### src/rtl/bus_pkg.sv
// Shared definitions for the 32-bit tri-state datapath bus, used by both
// the driver side and the receiver side.
package bus_pkg;

  localparam int BUS_W    = 32;
  localparam int DEF_ID_W = 3;

  localparam logic [DEF_ID_W-1:0] RF_ID  = 3'd0;
  localparam logic [DEF_ID_W-1:0] MEM_ID = 3'd1;
  localparam logic [DEF_ID_W-1:0] ALU_ID = 3'd2;
  localparam logic [DEF_ID_W-1:0] IO_ID  = 3'd3;

  // Even parity: the parity bit makes the total number of ones even.
  function automatic logic even_parity(input logic [BUS_W-1:0] d);
    return ^d;
  endfunction

endpackage

### src/rtl/sync_fifo_core.sv
// Single-clock FIFO storage with an extra pointer MSB to tell full from empty.
// Head word is presented combinationally; reads as zero while empty.
module sync_fifo_core #(
  parameter int  DEPTH = 4,
  parameter int  W     = 32,
  localparam int PTR_W = $clog2(DEPTH)
) (
  input  logic             clock,
  input  logic             reset_n,
  input  logic             push,
  input  logic [W-1:0]     wdata,
  input  logic             pop,
  output logic [W-1:0]     rdata,
  output logic             full,
  output logic             empty,
  output logic [PTR_W:0]   count
);

  logic [W-1:0]   mem [DEPTH];
  logic [PTR_W:0] wr_ptr;
  logic [PTR_W:0] rd_ptr;
  logic           do_push;
  logic           do_pop;

  assign count   = wr_ptr - rd_ptr;
  assign full    = (count == (PTR_W+1)'(DEPTH));
  assign empty   = (wr_ptr == rd_ptr);
  assign do_push = push & ~full;
  assign do_pop  = pop & ~empty;
  assign rdata   = empty ? '0 : mem[rd_ptr[PTR_W-1:0]];

  always_ff @(posedge clock or negedge reset_n) begin
    if (!reset_n) begin
      wr_ptr <= '0;
      rd_ptr <= '0;
    end else begin
      if (do_push) wr_ptr <= wr_ptr + 1'b1;
      if (do_pop)  rd_ptr <= rd_ptr + 1'b1;
    end
  end

  // Storage carries no reset; its contents only matter between push and pop.
  always_ff @(posedge clock) begin
    if (do_push) mem[wr_ptr[PTR_W-1:0]] <= wdata;
  end

endmodule

### src/rtl/bus_receiver_fifo.sv
// Receiver end of the shared datapath bus: tag filter, parity check, FIFO
// buffering toward the local consumer, and registered backpressure.
module bus_receiver_fifo
  import bus_pkg::*;
#(
  parameter int  DEPTH = 4,
  parameter int  ID_W  = DEF_ID_W,
  parameter int  MY_ID = 0,
  localparam int PTR_W = $clog2(DEPTH)
) (
  input  logic             clock,
  input  logic             reset_n,
  input  logic [BUS_W-1:0] bus_data,
  input  logic             bus_valid,
  input  logic [ID_W-1:0]  bus_dest,
  input  logic             bus_parity,
  output logic             bus_stall,
  output logic [BUS_W-1:0] out_data,
  output logic             out_valid,
  input  logic             out_ready,
  output logic             parity_err,
  input  logic             err_clear,
  output logic [PTR_W:0]   count
);

  // Consumer handshake: a word transfers on a rising edge where out_valid and
  // out_ready are both 1; out_data is stable while out_valid=1 and not popped.
  logic           full;
  logic           empty;
  logic           match;
  logic           acc;
  logic           pop;
  logic           overflow;
  logic           bad_par;
  logic           err_set;
  logic [PTR_W:0] count_next;
  logic           stall_next;

  assign match    = bus_valid & (bus_dest == ID_W'(MY_ID));
  assign acc      = match & ~full;
  assign overflow = match & full;
  assign out_valid = ~empty;
  assign pop      = out_valid & out_ready;
  assign bad_par  = (even_parity(bus_data) != bus_parity);
  assign err_set  = (acc & bad_par) | overflow;

  sync_fifo_core #(
    .DEPTH (DEPTH),
    .W     (BUS_W)
  ) u_core (
    .clock   (clock),
    .reset_n (reset_n),
    .push    (acc),
    .wdata   (bus_data),
    .pop     (pop),
    .rdata   (out_data),
    .full    (full),
    .empty   (empty),
    .count   (count)
  );

  // Stall one entry early so a driver granted as stall rises still fits.
  assign count_next = count + (PTR_W+1)'(acc) - (PTR_W+1)'(pop);
  assign stall_next = (count_next == (PTR_W+1)'(DEPTH)) |
                      ((count_next == (PTR_W+1)'(DEPTH-1)) & acc & ~pop);

  always_ff @(posedge clock or negedge reset_n) begin
    if (!reset_n) begin
      bus_stall  <= 1'b0;
      parity_err <= 1'b0;
    end else begin
      bus_stall <= stall_next;
      if (err_set)        parity_err <= 1'b1;
      else if (err_clear) parity_err <= 1'b0;
    end
  end

endmodule

### config.mk
export PLATFORM = sky130hd
export DESIGN_NAME = bus_receiver_fifo
export DESIGN_NICKNAME = d
export VERILOG_FILES = /design/src/rtl/bus_pkg.sv /design/src/rtl/sync_fifo_core.sv /design/src/rtl/bus_receiver_fifo.sv
export SDC_FILE = /design/constraint.sdc
export NUM_CORES = 1
export LEC_CHECK = 0
export CAP_MARGIN = 10
export CORE_MARGIN = 5
export CORE_UTILIZATION = 49
export CTS_CLUSTER_DIAMETER = 80
export DETAILED_ROUTE_END_ITERATION = 10
export HOLD_SLACK_MARGIN = 0.08
export PLACE_DENSITY = 0.78
export SLEW_MARGIN = 20
export SYNTH_ARGS = -nofsm -noshare
export SYNTH_HDL_FRONTEND = slang
export SYNTH_SLANG_ARGS = --single-unit
### constraint.sdc
create_clock -name clock -period 3.05 [get_ports clock]
set_input_delay 0.915 -clock clock [delete_from_list [all_inputs] [get_ports clock]]
set_output_delay 0.915 -clock clock [all_outputs]
set_load 0.01 [all_outputs]
Yosys cells after proc, flatten, opt, wreduce, memory -nomap -nowiden. Memories as Yosys holds them, arrays and structs flattened. Cells that the tools add are included.

Flip-flop bits (word level): 8. Memory bits (writable): 128. Input port bits: 41. Logic and storage cells: 37. Memories: 1.

Memories: u_core.mem (depth 4, width 32, read ports 1, clocked after memory_dff 0, write ports 1, line sync_fifo_core.sv:19) `logic [W-1:0] mem [DEPTH];`.

Add/sub/neg operators: 5. Eq/ne operators: 5. Multiplexer cells: 5. Bitwise operators: 14. Reduce and logical (&&, ||, !) cells: 3.

Operator list (count): $mux W32 (1); $reduce_xor A32 Y1 (1); $and A1 B1 Y1 (9); $add A3 B1 Y3 const B (2); $eq A3 B3 Y1 const B (2); $mux W1 (4); $add A3 B1 Y3 (1); $eq A3 B2 Y1 const B (1); $eq A3 B3 Y1 (1); $logic_not A3 Y1 (1); $not A1 Y1 (3); $sub A3 B1 Y3 (1); $sub A3 B3 Y3 (1); $or A1 B1 Y1 (2); $reduce_bool A2 Y1 (1); $ne A1 B1 Y1 (1).

Depth between registers and ports, before layout. Gate-level depths: netlist of run 1.

Depth after elaboration: 10. Gate-level depth with buffers: 16.

Hierarchy. Synthesis of run 1 repeated with hierarchy kept, for this count alone.

Cells, all modules: 301. Area, all modules: 5809.3 µm².

Modules (own cells, without submodules): sync_fifo_core (times used 1, cells each 247, area each 5313.8 µm²); bus_receiver_fifo (times used 1, cells each 54, area each 495.5 µm²).

Worst setup path before layout of run 1. No wires, ideal clock.

Path kind: input to register. Start point: input port bus_dest[1]. End point: register bus_stall. Data arrival time: 3.156 ns. Data required time: 2.955 ns. Slack: -0.201 ns. Stages: 11. Path buffers: 0. Cell sequence: or4b_1 nor2_8 inv_2 ha_1 inv_1 ha_1 inv_1 fa_1 xor2_1 xnor2_1 o31ai_1.

Cells in the longest elaborated chain, start to end: 9. Elaborated cells between the ends (all ways): 10.

RTL lines: start: declaration (line bus_receiver_fifo.sv:15) `input logic [ID_W-1:0] bus_dest,`; $logic_not A3 Y1 * (line bus_receiver_fifo.sv:39) `assign match = bus_valid & (bus_dest == ID_W'(MY_ID));`; $and A1 B1 Y1 * (line bus_receiver_fifo.sv:39); $and A1 B1 Y1 * (line bus_receiver_fifo.sv:40) `assign acc = match & ~full;`; $add A3 B1 Y3 (line bus_receiver_fifo.sv:63) `assign count_next = count + (PTR_W+1)'(acc) - (PTR_W+1)'(pop);`; $sub A3 B1 Y3 (line bus_receiver_fifo.sv:63); $eq A3 B2 Y1 (line bus_receiver_fifo.sv:65) `((count_next == (PTR_W+1)'(DEPTH-1)) & acc & ~pop);`; $and A1 B1 Y1 (2 in a row) (line bus_receiver_fifo.sv:65); $or A1 B1 Y1 * (line bus_receiver_fifo.sv:64) `assign stall_next = (count_next == (PTR_W+1)'(DEPTH)) |`; net stall_next (line bus_receiver_fifo.sv:37) `logic stall_next;`; end signal: assignment (line bus_receiver_fifo.sv:72) `bus_stall <= stall_next;`; end: declaration (line bus_receiver_fifo.sv:17) `output logic bus_stall,`.

Mark *: on every way through the listed nets, which the timed path passes. The rest lies on a longest branch. A chain may end at the register's enable or synchronous reset.

Worst setup path after layout of run 1.
Start point: input port bus_dest[0]. End point: register bus_stall.

Same word-level chain as after synthesis.

==> results of run 1 <==
[sequential cells by signal, indices dropped and copies added (netlist names)]
name	count
u_core.mem	128
u_core.rd_ptr	3
u_core.wr_ptr	3
bus_stall	1
parity_err	1
[power breakdown]
group	internal [mW]	switching, mW	total (mW)	leakage [nW]
clock	1.36	0.739	2.10	0.287
sequential	2.16	0.0616	2.22	1.25
combinational	1.89	1.59	3.48	1.21
[layer usage]
| layer | wire [um] | track usage | part of all wire |
|---|---|---|---|
| met1 | 5020 | 0.2230 | 0.42 |
| met2 | 6454 | 0.3031 | 0.53 |
| met3 | 546 | 0.05526 | 0.045 |
| met4 | 72 | 0.04946 | 0.0060 |
| met5 | 0 | 0 | 0 |
[cell type report]
| cell class | instances | area (um^2) |
|---|---|---|
| Clock buffer | 18 | 429.2 |
| Clock inverter | 14 | 181.4 |
| Fill cell | 784 | 3672 |
| Inverter | 10 | 37.54 |
| Multi-Input combinational cell | 136 | 1668 |
| Sequential cell | 136 | 4045 |
| Tap cell | 143 | 178.9 |
| Timing Repair Buffer | 117 | 1206 |
[how the worst min path moves through the flow]
stage,end,startpoint,slack [ns]
final,u_core.wr_ptr[2]$_DFFE_PN0P_,u_core.wr_ptr[2]$_DFFE_PN0P_,0.53
after global routing,u_core.wr_ptr[2]$_DFFE_PN0P_,u_core.wr_ptr[2]$_DFFE_PN0P_,0.54
after CTS,u_core.wr_ptr[2]$_DFFE_PN0P_,u_core.wr_ptr[2]$_DFFE_PN0P_,0.53
after detailed placement,u_core.wr_ptr[2]$_DFFE_PN0P_,u_core.wr_ptr[2]$_DFFE_PN0P_,0.52
after global placement,u_core.wr_ptr[2]$_DFFE_PN0P_,u_core.wr_ptr[2]$_DFFE_PN0P_,0.52
after floorplan,u_core.wr_ptr[2]$_DFFE_PN0P_,u_core.wr_ptr[2]$_DFFE_PN0P_,0.49
[metrics by stage]
step	power [mW]	std cells	hold slack [ns]	worst slack, ns	area [um^2]
after CTS	7.576	568	0.5284	0.01186	7640
after detailed placement	5.479	530	0.5208	-0.4603	6952
after floorplan	4.022	293	0.4924	0.002633	5748
after global routing	8.200	574	0.5443	-0.1177	7746
final	7.795	574	0.5253	-0.07169	7746
after global placement	5.424	530	0.5152	-0.3793	6952
[worst reg2reg max path, delay by kind of cell (launching register included)]
family | cells | cell delay (ns)
fa+ha+maj | 5 | 1.35
compound gates | 1 | 0.20
xor+xnor | 2 | 0.29
buf+inv | 5 | 0.45
simple gates | 2 | 0.28
flops | 1 | 0.42
[placed cells by master, fill, tap and decap left out, types with 8 or more instances in the layout]
| cell | instances |
|---|---|
| clkbuf_16 | 19 |
| edfxtp_1 | 128 |
| buf_12 | 8 |
| and2_1 | 35 |
| mux4_2 | 32 |
| dlygate4sd2_1 | 27 |
| xnor2_1 | 26 |
| buf_4 | 26 |
| clkdlybuf4s50_1 | 42 |
[cell families after synthesis]
kind of cell,after synthesis
adder cells (fa/ha/maj),11
AND/OR/NAND/NOR,52
flip-flops,136
XOR/XNOR,37
buffers and inverters,21
multiplexers,32
AO/OA/AOI/OAI,4
[timing repair]
action,4_1_cts,5_1_grt
resized for setup,43,16
pin swaps,8,4
setup buffers,5,4
setup endpoints to repair,35,32
gates cloned,1,2
==> metrics.txt, run 1 <==
critical setup path kind input port to register; failing checks setup timing; Layout area overhead 35.35%; highest clock rate between 0.3 and 0.4 GHz; XOR/XNOR Fraction of Synth Area 0.06406; Tcrit/Tclk final 1.024; row count 39; H-tree levels 4; critical path peak fanout 2; hold_buf cts 0; Synth cell types 26; die area around 0.014 mm^2; clk_lat worst skew just over 0.4 ns; ys async rst share 0.05882; Mapped Nets around 350; CP required around 3.4 ns; simple-gate share of the synthesized area 0.05815; worst setup margin -0.07169 ns; area share of the largest cell type after synthesis 0.6716; # IOs 79; Top delay family on crit path buffers and inverters; Critical Path AT 3.44 ns; fin crit period between 3 and 4 ns; layout cell share with drive strength beyond 1 0.2807; Congestion Overflow GR 0; FF-to-FF path depth 15; Slew Viols, Final 0; vias per std cell 5.333; vias in the first global route about 3300; number of enable-type register cells in the synthesized netlist around 130; chip width roughly 120 um; crit-path most repeated cell inv_2; CP bufs+invs 5; height of the die approximately 120 um; Clock Skew between 0.008 and 0.009 ns; Root Driver clkbuf_16; initial DRC count around 180; Worst Setup End Kind register; RSZ-0062 raised after global routing true; largest net degree at the start of global routing 28; end of the critical path bus_stall$_DFF_PN0_; gr usage total 0.1790; remaining antenna violation count 0; Critical Path Source Type input port; Max stage delay on crit path 0.58 ns; ranking of synthesized cells by area edfxtp_1 (67%), mux4_2 (13%), xnor2_1 (4.0%), and2_1 (3.8%), dfrtp_1 (3.5%); final WL between 10 and 15 mm; CTS sink count roughly 140; PortBufs just under 80; Critical Path Start bus_dest[0]; drt drc 0; hold crit path type register to register; Final setup viols 1; vias 3061; post-layout util 0.6784; initial antenna violation count 0; Synth Area in Compound Gates 0.003935; Primary FF master, synth edfxtp_1; core area between 0.01 and 0.015 mm^2; synthesized instance count roughly 300; initial core utilization 0.5012; largest family of logic cells by synthesized area multiplexers; Pwr Density 1006 mW/mm^2; YS warnings 0; WL/cell 21.07 um; final net count 470; TritonCTS buffer count 17; Yosys top cell by area edfxtp_1; deepest clock path buffer count 2; crit path cell chain clkdlybuf4s50_1 > or4b_4 > nor2_8 > inv_2 > ha_4 > inv_2 > ha_4 > inv_2 > fa_2 > xor2_1 > xnor2_1 > buf_4 > o31ai_4; Worst Hold Depth 1; Max IR drop VDD a little over 0.0007 V; count leader, synth edfxtp_1; synthesized area between 0.005 and 0.006 mm^2; first-pass GRT wire length 18.68 mm; pin slew with the least headroom to its limit just under 0.4 ns; max cap viols 0; R2R setup slack -0.04 ns; Synth Area in Adders 0.02667; outcome complete, but fails checks; Mean Syn Cell Area between 15 and 20 um^2; FF-to-FF Start u_core.rd_ptr[0]$_DFFE_PN0P_; Leakage 2.749 nW; critical path depth 13; sequential fraction of the synthesis area 0.7066; CTS clock-pin slew for the worst setup and hold paths approximately 0.06 ns; Final Hold Vio Count 0; relative slew slack 0.7351; CTS tree built; reg-to-reg critical path endpoint bus_stall$_DFF_PN0_; hpwl dp ~7 mm; crit path max-delay cell type or4b_4; Synth top cells by count edfxtp_1 (128), and2_1 (35), mux4_2 (32), xnor2_1 (26), ha_1 (9); multiplexer share of the synthesized area 0.1259; Diodes inserted 0; GPL Wtd Cong 0.7361; FF+latch count, synth ~140; setup TNS -0.07169 ns; drt pass-1 iters 4
No activity file was read; power rests on OpenSTA's default activity.
==> run 2, diff against run 1 <==
- CAP_MARGIN: 10 -> 5
==> results of run 2 <==
No change in the layout: final DEF, timing and power equal those of run 1.
